## config.mk

```make
export PLATFORM = sky130hd
export DESIGN_NAME = bcd_updn_ctr
export DESIGN_NICKNAME = d
export VERILOG_FILES = /design/src/rtl/bcd_updn_ctr.sv
export SDC_FILE = /design/constraint.sdc
export NUM_CORES = 1
export LEC_CHECK = 0
export BUFFER_PORTS_ARGS = -buffer_cell sky130_fd_sc_hd__buf_2
export CORE_ASPECT_RATIO = 0.7
export CORE_MARGIN = 2
export CORE_UTILIZATION = 49
export CTS_BUF_LIST = sky130_fd_sc_hd__clkbuf_8 sky130_fd_sc_hd__clkbuf_16
export DETAILED_ROUTE_END_ITERATION = 7
export PLACE_DENSITY = 0.77
export RECOVER_POWER = 25
export SYNTH_ARGS = -nofsm -noshare
export SYNTH_HDL_FRONTEND = slang
export SYNTH_SLANG_ARGS = --single-unit
export TNS_END_PERCENT = 100
```

## constraint.sdc

```tcl
create_clock -name clk -period 1.8 [get_ports clk]
set_clock_uncertainty 0.05 [all_clocks]
set_input_delay 0.18 -clock clk [delete_from_list [all_inputs] [get_ports clk]]
set_output_delay 0.18 -clock clk [all_outputs]
set_load 0.01 [all_outputs]
```

## src/rtl/bcd_updn_ctr.sv

```systemverilog
// Multi-decade BCD up/down counter with clear, validated parallel load,
// wrap-or-saturate terminal handling, terminal-count and overflow flags.
module bcd_updn_ctr #(
    parameter int unsigned DIGITS = 4,
    parameter bit          WRAP   = 1'b1
) (
    input  logic                  clk,
    input  logic                  rst,
    input  logic                  en,
    input  logic                  ud,
    input  logic                  clr,
    input  logic                  load,
    input  logic [4*DIGITS-1:0]   d,
    output logic [4*DIGITS-1:0]   q,
    output logic                  tc,
    output logic                  ovf,
    output logic                  load_err
);

    logic [4*DIGITS-1:0] q_nxt;
    logic                all9;
    logic                all0;
    logic                d_ok;

    // up_c/dn_c carry "all lower digits are 9/0" along the chain, so every
    // digit's step is decided in one cycle without rippling through registers.
    always_comb begin
        logic       up_c;
        logic       dn_c;
        logic [3:0] dig;
        q_nxt = '0;
        d_ok  = 1'b1;
        up_c  = 1'b1;
        dn_c  = 1'b1;
        dig   = '0;
        for (int unsigned i = 0; i < DIGITS; i++) begin
            dig = q[4*i +: 4];
            if (ud)
                q_nxt[4*i +: 4] = up_c ? ((dig == 4'd9) ? 4'd0 : dig + 4'd1) : dig;
            else
                q_nxt[4*i +: 4] = dn_c ? ((dig == 4'd0) ? 4'd9 : dig - 4'd1) : dig;
            up_c = up_c & (dig == 4'd9);
            dn_c = dn_c & (dig == 4'd0);
            if (d[4*i +: 4] > 4'd9)
                d_ok = 1'b0;
        end
        all9 = up_c;
        all0 = dn_c;
    end

    assign tc = en & ((ud & all9) | (~ud & all0));

    always_ff @(posedge clk or negedge rst) begin
        if (!rst) begin
            q        <= '0;
            ovf      <= 1'b0;
            load_err <= 1'b0;
        end else if (clr) begin
            q        <= '0;
            ovf      <= 1'b0;
            load_err <= 1'b0;
        end else if (load) begin
            if (d_ok)
                q <= d;
            load_err <= ~d_ok;
            ovf      <= 1'b0;
        end else if (en) begin
            // At the terminal count the natural next value is already the
            // wrapped one; saturation simply suppresses the update.
            if (!tc || WRAP)
                q <= q_nxt;
            ovf      <= tc;
            load_err <= 1'b0;
        end else begin
            ovf      <= 1'b0;
            load_err <= 1'b0;
        end
    end

endmodule

```

# Word-level counts from Yosys, hierarchy flattened
# Index checks and enable logic that the tools add are counted.
# Widths: inputs -> output; s select.
op_classes:
  addsub: 8
  mul: 0
  reduce_logical: 12
  div: 0
  bitwise_logic: 12
  eq_ne: 8
  n_mux: 31
  shifts: 0
  order_cmp: 4
op_table:
  columns: ["operator", "count"]
  rows:
  - ["$mux 4", 18]
  - ["$mux 16", 4]
  - ["$add 4x1->4 const B", 4]
  - ["$eq 4x4->1 const B", 4]
  - ["$gt 4x4->1 const B", 4]
  - ["$logic_not 4->1", 4]
  - ["$sub 4x1->4 const B", 4]
  - ["$ne 4x1->1 const B", 3]
  - ["$reduce_and 4->1", 3]
  - ["$reduce_bool 4->1", 3]
  - ["$and 1x1->1", 9]
  - ["$mux 1", 9]
  - ["$ne 3x2->1 const B", 1]
  - ["$reduce_bool 3->1", 1]
  - ["$not 1->1", 2]
  - ["$reduce_and 2->1", 1]
  - ["$or 1x1->1", 1]
totals:
  ff_bits: 18
  memories: 0
  input_bits: 22
  out_inout_bits: 19
  mem_bits_rw: 0
  word_cells: 81
  mem_bits_ro: 0
  latchBits: 0

# Longest topological paths before layout
# Gate-level depths: netlist of the first run.
depth:
  ltp_word: 10
  mapped_depth: 7
  ltp_nobuf: 7

# Worst setup path after synthesis of the first run
# No wires, ideal clock.
synth_path:
  kind: "register to register"
  start: "register q[4]"
  end: "register q[9]"
  arrival_ps: 1799
  stages_incl_launch_ff: 8
  setup_slack_ps: -175
  setup_ps: 126
  path_buffers: 0
  cell_sequence: "dfrtp_1 inv_1 ha_1 nor3b_2 a22o_2 a21oi_1 a2111oi_2 a221o_1"
synth_via:
  elab_chain_len: 4
  word_cells_on_any_way: 7
  cone_classes: "eq/ne: 2; bitwise: 2; reduce/logical: 3"
synth_lines:
  columns: ["element", "line", "source"]
  rows:
  - ["start, declared", "14", "output logic [4*DIGITS-1:0] q,"]
  - ["start signal, assigned", "71", "q <= q_nxt;"]
  - ["$eq 4x4->1 or $logic_not 4->1 (tied branches)", "42, 43", null]
  - ["$and 1x1->1, on equally long branches", "42, 43", null]
  - ["$ne 4x1->1 (no source line) or $reduce_bool 4->1 (tied branches)", null, null]
  - ["$reduce_and 4->1 (no source line) *", null, null]
# Mark *: on every way between the ends. The rest lies on a longest branch, timed or not.
# A chain may end at the register's enable or synchronous reset.

# Final worst setup path of the first run
layout_path:
  start: "register q[9]"
  end: "output port tc"
layout_via:
  elab_chain_len: 6
  word_cells_on_any_way: 10
  cone_classes: "eq/ne: 1; bitwise: 8; reduce/logical: 1"
layout_lines:
  columns: ["element", "line", "source"]
  rows:
  - ["$eq 4x4->1 or $logic_not 4->1 (tied branches)", "42, 43", null]
  - ["$and 1x1->1, on equally long branches (2 in a row)", "42, 43", null]
  - ["$and 1x1->1", "51", "assign tc = en & ((ud & all9) | (~ud & all0));"]
  - ["$or 1x1->1 *", "51", null]
  - ["$and 1x1->1 *", "51", null]
  - ["end, declared", "15", "output logic tc,"]
# Marks and branches as above.

==> results.py, run 1 <==
metrics = {
    "layout": {
        "final_common_cell": "buf_4",
        "fillCellCount": 226,
        "stdcell_area_sq_um": 2580,
        "insertedDiodeCount": 0,
        "drive_gt1_frac": 0.432,
        "regArea_sq_um": 455,
        "multiInputGateArea_sq_um": 1370,
        "nets": 333,
        "areaGrowthSynthToFinish_pct": 45.0,
        "mostFrequentLayoutCells": "buf_4 (42), buf_2 (39), nand2_1 (18)",
        "final_cells": 353,
    },
    "floorplanning": {
        "dieHeight_um": 54.4,
        "num_rows": 18,
        "dieArea_sq_um": 4130,
        "die_x_um": 76.0,
        "start_util": 0.509,
        "ios": 41,
        "core_sq_um": 3490,
    },
    "worst_setup_path": {
        "crit_cells": 7,
        "cp-start-kind": "register",
        "reg2reg_from": "q[4]",
        "required_ps": 1570,
        "crit_arrival_ps": 1870,
        "crit_slowest_cell": "dfrtp_1",
        "crit_path_end_kind": "output pin",
        "critPathMaxFanout": 3,
        "r2r_cells": 8,
        "crit_path_start": "q[9]",
        "crit_type": "reg2out",
        "cpPeakStageDelay_ps": 420,
        "path_cells": "inv_2 -> buf_6 -> ha_4 -> nand4_1 -> o32ai_2 -> and3_1 -> buf_2",
        "path_buf_inv": 3,
        "path_delay_family": "flip-flops",
    },
    "global_route": {
        "antenna_found_initial": 0,
        "grtUsageTotal": 0.298,
        "grt_pass1_wl_um": 9690,
        "grtUsageMet2": 0.491,
        "gr-usage-met3": 0.0561,
        "grt_pass1_vias": 1937,
        "gr-total-overflow": 0,
        "grt_max_degree": 19,
        "grt.busiest_layer": "met2",
        "use_met1": 0.407,
    },
    "sta": {
        "hold_slack_ps": 183,
        "slew_violations": 0,
        "relSlewSlack": 0.262,
        "finalSetupViolCount": 11,
        "worst_pin_slew_ps": 1110,
        "timing.final.crit_share": 1.17,
        "max_freq_mhz": 477,
        "setup_ws_ps": -298,
        "period_needed_ps": 2100,
        "rsz0062_at_grt": "true",
        "hold_viol_final": 0,
    },
    "power": {
        "pwr-share-seq": 0.305,
        "comb_power_share": 0.524,
        "switching_share": 0.418,
        "powerDensity_nw_per_um2": 710,
        "power_frac_clock": 0.171,
        "leakage_uw": 0.00118,
        "vdd_drop_max_uv": 638,
        "p_int_uw": 1060,
        "p_switching_uw": 765,
    },
    "yosys": {
        "postSynthCellCount": 227,
        "ys_seq_area_frac": 0.253,
        "synth_edf_count": 0,
        "synth_area_per_cell_sq_um": 7.83,
        "syn_area_sq_um": 1780,
        "synth_cell_types": 60,
        "syn_nets": 256,
        "ys_async_sr_fraction": 1.00,
        "ys.flop_type": "dfrtp_1",
        "ys.warnings.count": 0,
        "ys_ff_latch": 18,
    },
    "placed_design": {
        "globalplace.congestion": 0.872,
        "placed_area_sq_um": 2230,
        "dp_hpwl_um": 3950,
        "io_buffers": 40,
        "dp.cells": 333,
    },
    "route": {
        "drtIter0Drc": 211,
        "drcViolationCount": 0,
        "wire_per_inst_um": 18.8,
        "vias_per_cell": 6.22,
        "vias": 2197,
        "antenna_left": 0,
        "drt_wl_total_um": 6650,
        "drt_pass1_iterations": 6,
    },
    "hold_path": {
        "holdCritStartpoint": "d[2]",
        "holdPathStages": 3,
        "min_path_type": "in2reg",
    },
    "clock_network": {
        "clk_pin_slew_ps": 70,
        "cts_tree": "yes",
        "cts.sinks": 18,
        "clockBufferDepth": 2,
        "clock_latency_ps": 270,
        "cts_buffers": 3,
        "h-tree-depth": 1,
        "root_buffer": "clkbuf_8",
    },
    "run_status": {
        "violations": "negative setup slack",
        "status": "finished, violations left",
    },
    "job": {
        "maxCapViolations": 0,
    },
}
[through the flow]
stage	setup TNS [ps]	util	setup WS (ps)	power, uW
finish	-1560	0.738	-298	1830
global route	-1910	0.738	-320	1920
CTS	-589	0.707	-182	1690
detailed placement	-352	0.639	-66.4	1310
global placement	-206	0.639	-98.7	1290
floorplan	-19.1	-	-19.1	1020
[Yosys cell counts, types with 5 or more instances]
library cell,number,area (sq um)
nor2b_1,5,31.3
o21ai_0,14,70.1
buf_2,9,45.0
inv_1,20,75.1
nor2_1,12,45.0
o31ai_1,6,45.0
nand2_1,21,78.8
dfrtp_1,18,450
a21oi_1,19,95.1
nor3_1,5,25.0
ha_1,7,87.6
nand3_1,6,30.0
a31oi_1,8,50.1
[repair_timing]
item	in CTS	in global routing
setup endpoints to repair	9	14
hold endpoints to repair	18	0
setup buffers	12	8
cloned	0	0
hold buffers	1	0
gates resized for setup	22	17
pin swaps	9	9
[power groups by stage]
| stage | logic [uW] | clock network [uW] | registers [uW] |
|---|---|---|---|
| 3_5_place_dp | 761 | 0 | 547 |
| 2_1_floorplan | 448 | 0 | 568 |
| 4_1_cts | 843 | 304 | 546 |
| 5_1_grt | 1030 | 327 | 565 |
| 3_3_place_gp | 749 | 0 | 542 |
| 6_report | 960 | 313 | 557 |
[area by class of cell]
class | instances | area share
clock inverter | 1 | 0.00146
timing repair buffer | 87 | 0.221
tap | 50 | 0.0243
multi-input combinational | 174 | 0.531
clock buffer | 3 | 0.0160
inverter | 20 | 0.0301
sequential | 18 | 0.177
[cell families (layout without fill, tap and decap cells)]
family,Yosys count,after routing,synth area share
AO/OA/AOI/OAI,81,81,0.321
adder cells (fa/ha/maj),7,7,0.0493
flip-flops,18,18,0.253
AND/OR/NAND/NOR,75,75,0.234
XOR/XNOR,4,4,0.0197
buffers and inverters,35,111,0.0802
multiplexers,7,7,0.0422
[layer usage]
layer  share of wire  routed length [um]
met4           0.043                 285
met5               0                   0
met2            0.43                2850
met1            0.43                2830
met3            0.10                 681
[worst register-to-register path, delay by kind of cell, from the launching register on]
kind,cells,cell delay (ps)
buffers and inverters,2,260
and+or+nand+nor,1,200
AOI/OAI and AO/OA,4,850
DFF,1,440
adders and majority gates,1,150
[final timing paths]
check,endpoint,slack [ps]
max,tc,-300
min,q[2],180
max reg2reg,q[9],-260
min reg2reg,q[2],600
max in group asynchronous,q[4],370
min in group asynchronous,load_err,590
[flip-flops by register name, summed over array words and instances, names as in the netlist]
name,cells
ovf,1
q,16
load_err,1
Power figures use the tool's default switching activity.
==> run 2: changes to the inputs <==
--- a/config.mk
+++ b/config.mk
@@ -12,7 +12,6 @@
 export CTS_BUF_LIST = sky130_fd_sc_hd__clkbuf_8 sky130_fd_sc_hd__clkbuf_16
 export DETAILED_ROUTE_END_ITERATION = 7
 export PLACE_DENSITY = 0.77
-export RECOVER_POWER = 25
 export SYNTH_ARGS = -nofsm -noshare
 export SYNTH_HDL_FRONTEND = slang
 export SYNTH_SLANG_ARGS = --single-unit
==> run 2 against run 1 <==
- setup slack improved by 29 ps
- largest power group unchanged
- die area is the same
- the run still ends with negative setup slack left
- sequential cell count is the same
- clock power about the same
- critical endpoint unchanged
- critical path type unchanged
==> results.py, run 2 (synthesis results as in run 1) <==
metrics = {
    "route": {
        "vias": 2205,
        "wire_per_inst_um": 18.8,
        "drtIter0Drc": 209,
        "drt_wl_total_um": 6620,
        "drt_pass1_iterations": 5,
        "vias_per_cell": 6.25,
        "drcViolationCount": 0,
        "antenna_left": 0,
    },
    "sta": {
        "slew_violations": 0,
        "hold_viol_final": 0,
        "max_freq_mhz": 483,
        "rsz0062_at_grt": "true",
        "tns_ps": -1440,
        "period_needed_ps": 2070,
        "finalSetupViolCount": 11,
        "worst_pin_slew_ps": 474,
        "setup_ws_ps": -270,
        "timing.final.crit_share": 1.15,
        "relSlewSlack": 0.684,
    },
    "worst_setup_path": {
        "crit_type": "reg2out",
        "critPathMaxFanout": 3,
        "r2r_cells": 8,
        "crit_arrival_ps": 1840,
        "crit_path_end_kind": "output pin",
        "required_ps": 1570,
        "cp-start-kind": "register",
    },
    "global_route": {
        "gr-total-overflow": 0,
        "grt_max_degree": 19,
        "grt_pass1_wl_um": 9690,
        "grtUsageTotal": 0.298,
        "antenna_found_initial": 0,
        "grt_pass1_vias": 1937,
    },
    "placed_design": {
        "dpl_worst_slack_ps": -66.4,
        "dp.cells": 333,
        "dp_hpwl_um": 3950,
        "io_buffers": 40,
        "placed_area_sq_um": 2230,
        "globalplace.congestion": 0.872,
    },
    "floorplanning": {
        "dieArea_sq_um": 4130,
        "num_rows": 18,
        "core_sq_um": 3490,
        "die_x_um": 76.0,
        "dieHeight_um": 54.4,
        "ios": 41,
        "start_util": 0.509,
    },
    "run_status": {
        "violations": "negative setup slack",
        "status": "finished, violations left",
    },
    "clock_network": {
        "cts_buffers": 3,
        "clk_pin_slew_ps": 70,
        "cts.sinks": 18,
        "cts_tree": "yes",
        "h-tree-depth": 1,
        "clock_latency_ps": 270,
        "root_buffer": "clkbuf_8",
        "clockBufferDepth": 2,
    },
    "power": {
        "vdd_drop_max_uv": 637,
        "leakage_uw": 0.00119,
        "powerDensity_nw_per_um2": 709,
        "p_total_uw": 1830,
    },
    "hold_path": {
        "min_path_type": "in2reg",
        "holdPathStages": 3,
    },
    "layout": {
        "final_common_cell": "buf_4",
        "largest_register_ffs": 16,
        "mostFrequentLayoutCells": "buf_4 (42), buf_2 (40), nand2_1 (18)",
        "nets": 333,
        "top_regs": "q: 16 flops, load_err: 1 flops, ovf: 1 flops",
        "final_cells": 353,
        "largest-register": "q",
        "areaGrowthSynthToFinish_pct": 45.0,
        "drive_gt1_frac": 0.436,
        "stdcell_area_sq_um": 2580,
        "insertedDiodeCount": 0,
    },
    "job": {
        "maxCapViolations": 0,
    },
}
[run 2: per-stage QoR]
step                hold WS, ps   util
global placement            104  0.639
detailed placement          101  0.639
CTS                         185  0.707
global route                225  0.739
finish                      187  0.739
floorplan                  -166      -
[run 2: worst max-delay path, stage by stage (launching register included)]
cell and delay, ps:
dfrtp_1 420, inv_2 110, buf_6 120, ha_4 140
nand4_1 140, o32ai_2 300, and3_1 220, buf_2 140
[run 2: final cells by class]
cell class / count / area (sq um)
inverter: 20 / 77.6
timing repair buffer: 87 / 571
clock buffer: 3 / 41.3
multi-input combinational: 174 / 1370
clock inverter: 1 / 3.75
tap: 50 / 62.6
fill: 225 / 912
sequential: 18 / 455
[run 2: routing by layer]
layer	vias up	share of wire	track usage
met4	0	0.039	0.0970
met2	155	0.44	0.491
met3	32	0.10	0.0561
met5	-	0	0
li1	984	-	-
met1	1034	0.42	0.407
[run 2: repair_timing]
item | in CTS | in global routing
setup endpoints to repair | 9 | 14
hold endpoints to repair | 18 | 0
gates resized for setup | 22 | 17
setup buffers | 12 | 8
pin swaps | 9 | 9
hold buffers | 1 | 0
[run 2: power by group]
group	switching, uW	internal (uW)
logic	504	455
registers	99.2	458
clock network	159	152
total	763	1060
[run 2: path summary, 6_finish.rpt]
check                      startpoint        to  slack, ps
hold / removal                   d[2]      q[2]        190
max in group asynchronous         rst      q[4]       1010
setup / recovery                 q[9]        tc       -270
setup reg to reg                 q[4]      q[9]       -250
min in group asynchronous         rst  load_err        340
hold reg to reg                  q[2]      q[2]        600
==> run 3: changes to the inputs <==
--- a/config.mk
+++ b/config.mk
@@ -11,6 +11,7 @@
 export CORE_UTILIZATION = 49
 export CTS_BUF_LIST = sky130_fd_sc_hd__clkbuf_8 sky130_fd_sc_hd__clkbuf_16
 export DETAILED_ROUTE_END_ITERATION = 7
+export HOLD_SLACK_MARGIN = 0.03
 export PLACE_DENSITY = 0.77
 export SYNTH_ARGS = -nofsm -noshare
 export SYNTH_HDL_FRONTEND = slang
==> constraint.sdc (replaced) <==
create_clock -name clk -period 1.8 [get_ports clk]
set_clock_uncertainty 0.05 [all_clocks]
set_input_delay 0.36 -clock clk [delete_from_list [all_inputs] [get_ports clk]]
set_output_delay 0.36 -clock clk [all_outputs]
set_load 0.01 [all_outputs]
==> run 3 against run 2 <==
- global-route usage fell by 0.79 points
- power fell by 0.73%
- combinational power fell by 2.4%
- the flow still finishes with violations (negative setup slack)
==> results.py, run 3 (synthesis results as in run 1) <==
metrics = {
    "floorplanning": {
        "ios": 41,
        "core_sq_um": 3490,
        "dieArea_sq_um": 4130,
        "num_rows": 18,
        "start_util": 0.509,
        "die_x_um": 76.0,
        "dieHeight_um": 54.4,
    },
    "placed_design": {
        "io_buffers": 40,
        "placed_area_sq_um": 2320,
        "dpl_worst_slack_ps": -312,
        "dp_hpwl_um": 4020,
        "globalplace.congestion": 0.853,
    },
    "clock_network": {
        "root_buffer": "clkbuf_8",
        "cts_tree": "yes",
        "h-tree-depth": 1,
        "clock_latency_ps": 260,
        "cts.sinks": 18,
        "clk_pin_slew_ps": 80,
        "clockBufferDepth": 2,
        "cts_buffers": 3,
    },
    "global_route": {
        "grt_pass1_vias": 1916,
        "gr-total-overflow": 0,
        "antenna_found_initial": 0,
        "grt_max_degree": 20,
        "grt_pass1_wl_um": 9440,
        "grtUsageTotal": 0.290,
    },
    "route": {
        "drt_wl_total_um": 5720,
        "drtIter0Drc": 196,
        "wire_per_inst_um": 16.2,
        "vias": 2044,
        "drcViolationCount": 0,
        "vias_per_cell": 5.81,
        "drt_pass1_iterations": 5,
        "antenna_left": 0,
    },
    "worst_setup_path": {
        "crit_type": "reg2out",
        "required_ps": 1390,
        "crit_arrival_ps": 1760,
        "cp-start-kind": "register",
        "critPathMaxFanout": 3,
        "crit_path_end_kind": "output pin",
        "r2r_setup_slack_ps": -130,
    },
    "sta": {
        "worst_pin_slew_ps": 460,
        "max_freq_mhz": 462,
        "timing.final.crit_share": 1.20,
        "setup_ws_ps": -365,
        "hold_viol_final": 0,
        "relSlewSlack": 0.693,
        "period_needed_ps": 2170,
        "finalSetupViolCount": 9,
        "slew_violations": 0,
        "rsz0062_at_grt": "true",
    },
    "layout": {
        "top_regs": "q: 16 flops, load_err: 1 flops, ovf: 1 flops",
        "areaGrowthSynthToFinish_pct": 42.6,
        "largest_register_ffs": 16,
        "stdcell_area_sq_um": 2540,
        "nets": 332,
        "insertedDiodeCount": 0,
        "drive_gt1_frac": 0.427,
        "mostFrequentLayoutCells": "buf_4 (45), buf_2 (40), nand2_1 (20)",
        "fin_util": 0.727,
        "largest-register": "q",
        "final_common_cell": "buf_4",
    },
    "power": {
        "powerDensity_nw_per_um2": 715,
        "pwr-share-seq": 0.291,
        "switching_share": 0.393,
        "p_switching_uw": 713,
        "comb_power_share": 0.516,
        "power_frac_clock": 0.193,
        "p_int_uw": 1100,
        "vdd_drop_max_uv": 408,
        "leakage_uw": 0.00118,
    },
    "job": {
        "maxCapViolations": 0,
    },
    "run_status": {
        "violations": "negative setup slack",
        "status": "finished, violations left",
    },
    "hold_path": {
        "min_path_type": "in2reg",
    },
}
-- run 3: final timing paths --
kind / depth (start not counted) / end / start
setup / recovery: 7 / tc / q[9]
hold reg to reg: 3 / q[4] / q[4]
max in group asynchronous: 2 / q[4] / rst
min in group asynchronous: 2 / q[11] / rst
setup reg to reg: 8 / q[11] / q[4]
hold / removal: 3 / q[2] / d[2]
-- run 3: worst max-delay path: stages, from the launching register on --
cell	delay, ps
dfrtp_1	400
inv_2	100
ha_4	140
nor3b_4	200
nand4_1	190
o32ai_2	120
and3_1	200
buf_2	130
-- run 3: final cells by class --
| cell class | instances | area (sq um) |
|---|---|---|
| Inverter | 20 | 77.6 |
| Clock buffer | 4 | 55.1 |
| Sequential cell | 18 | 454 |
| Timing Repair Buffer | 86 | 548 |
| Tap cell | 50 | 62.6 |
| Fill cell | 278 | 955 |
| Multi-Input combinational cell | 174 | 1340 |
-- run 3: stage by stage --
stage	cells	hold WS, ps	total power [uW]	TNS [ps]
6_report	352	367	1810	-930
4_1_cts	352	366	1780	-716
3_5_place_dp	342	285	1340	-2340
5_1_grt	352	372	1930	-1500
3_3_place_gp	342	279	1320	-2040
2_1_floorplan	227	14.4	1020	-39.0
-- run 3: power groups by stage --
| stage | clock (uW) | combinational [uW] | sequential, uW |
|---|---|---|---|
| 3_5_place_dp | 0 | 816 | 527 |
| 5_1_grt | 375 | 1020 | 535 |
| 6_report | 351 | 936 | 528 |
| 3_3_place_gp | 0 | 800 | 525 |
| 2_1_floorplan | 0 | 453 | 570 |
| 4_1_cts | 355 | 901 | 525 |
-- run 3: timing repair --
action	in CTS	in global routing
hold endpoints to repair	18	0
gates resized for setup	19	6
buffers inserted	5	0
pin swaps	9	6
hold buffers	1	0
setup endpoints to repair	8	13
-- run 3: per-layer routing --
layer / global-route usage / vias up / wire, um
met5: 0 / - / 0
met4: 0.0818 / 0 / 75
met3: 0.0545 / 12 / 446
met2: 0.487 / 92 / 2600
met1: 0.395 / 952 / 2600
li1: - / 988 / -
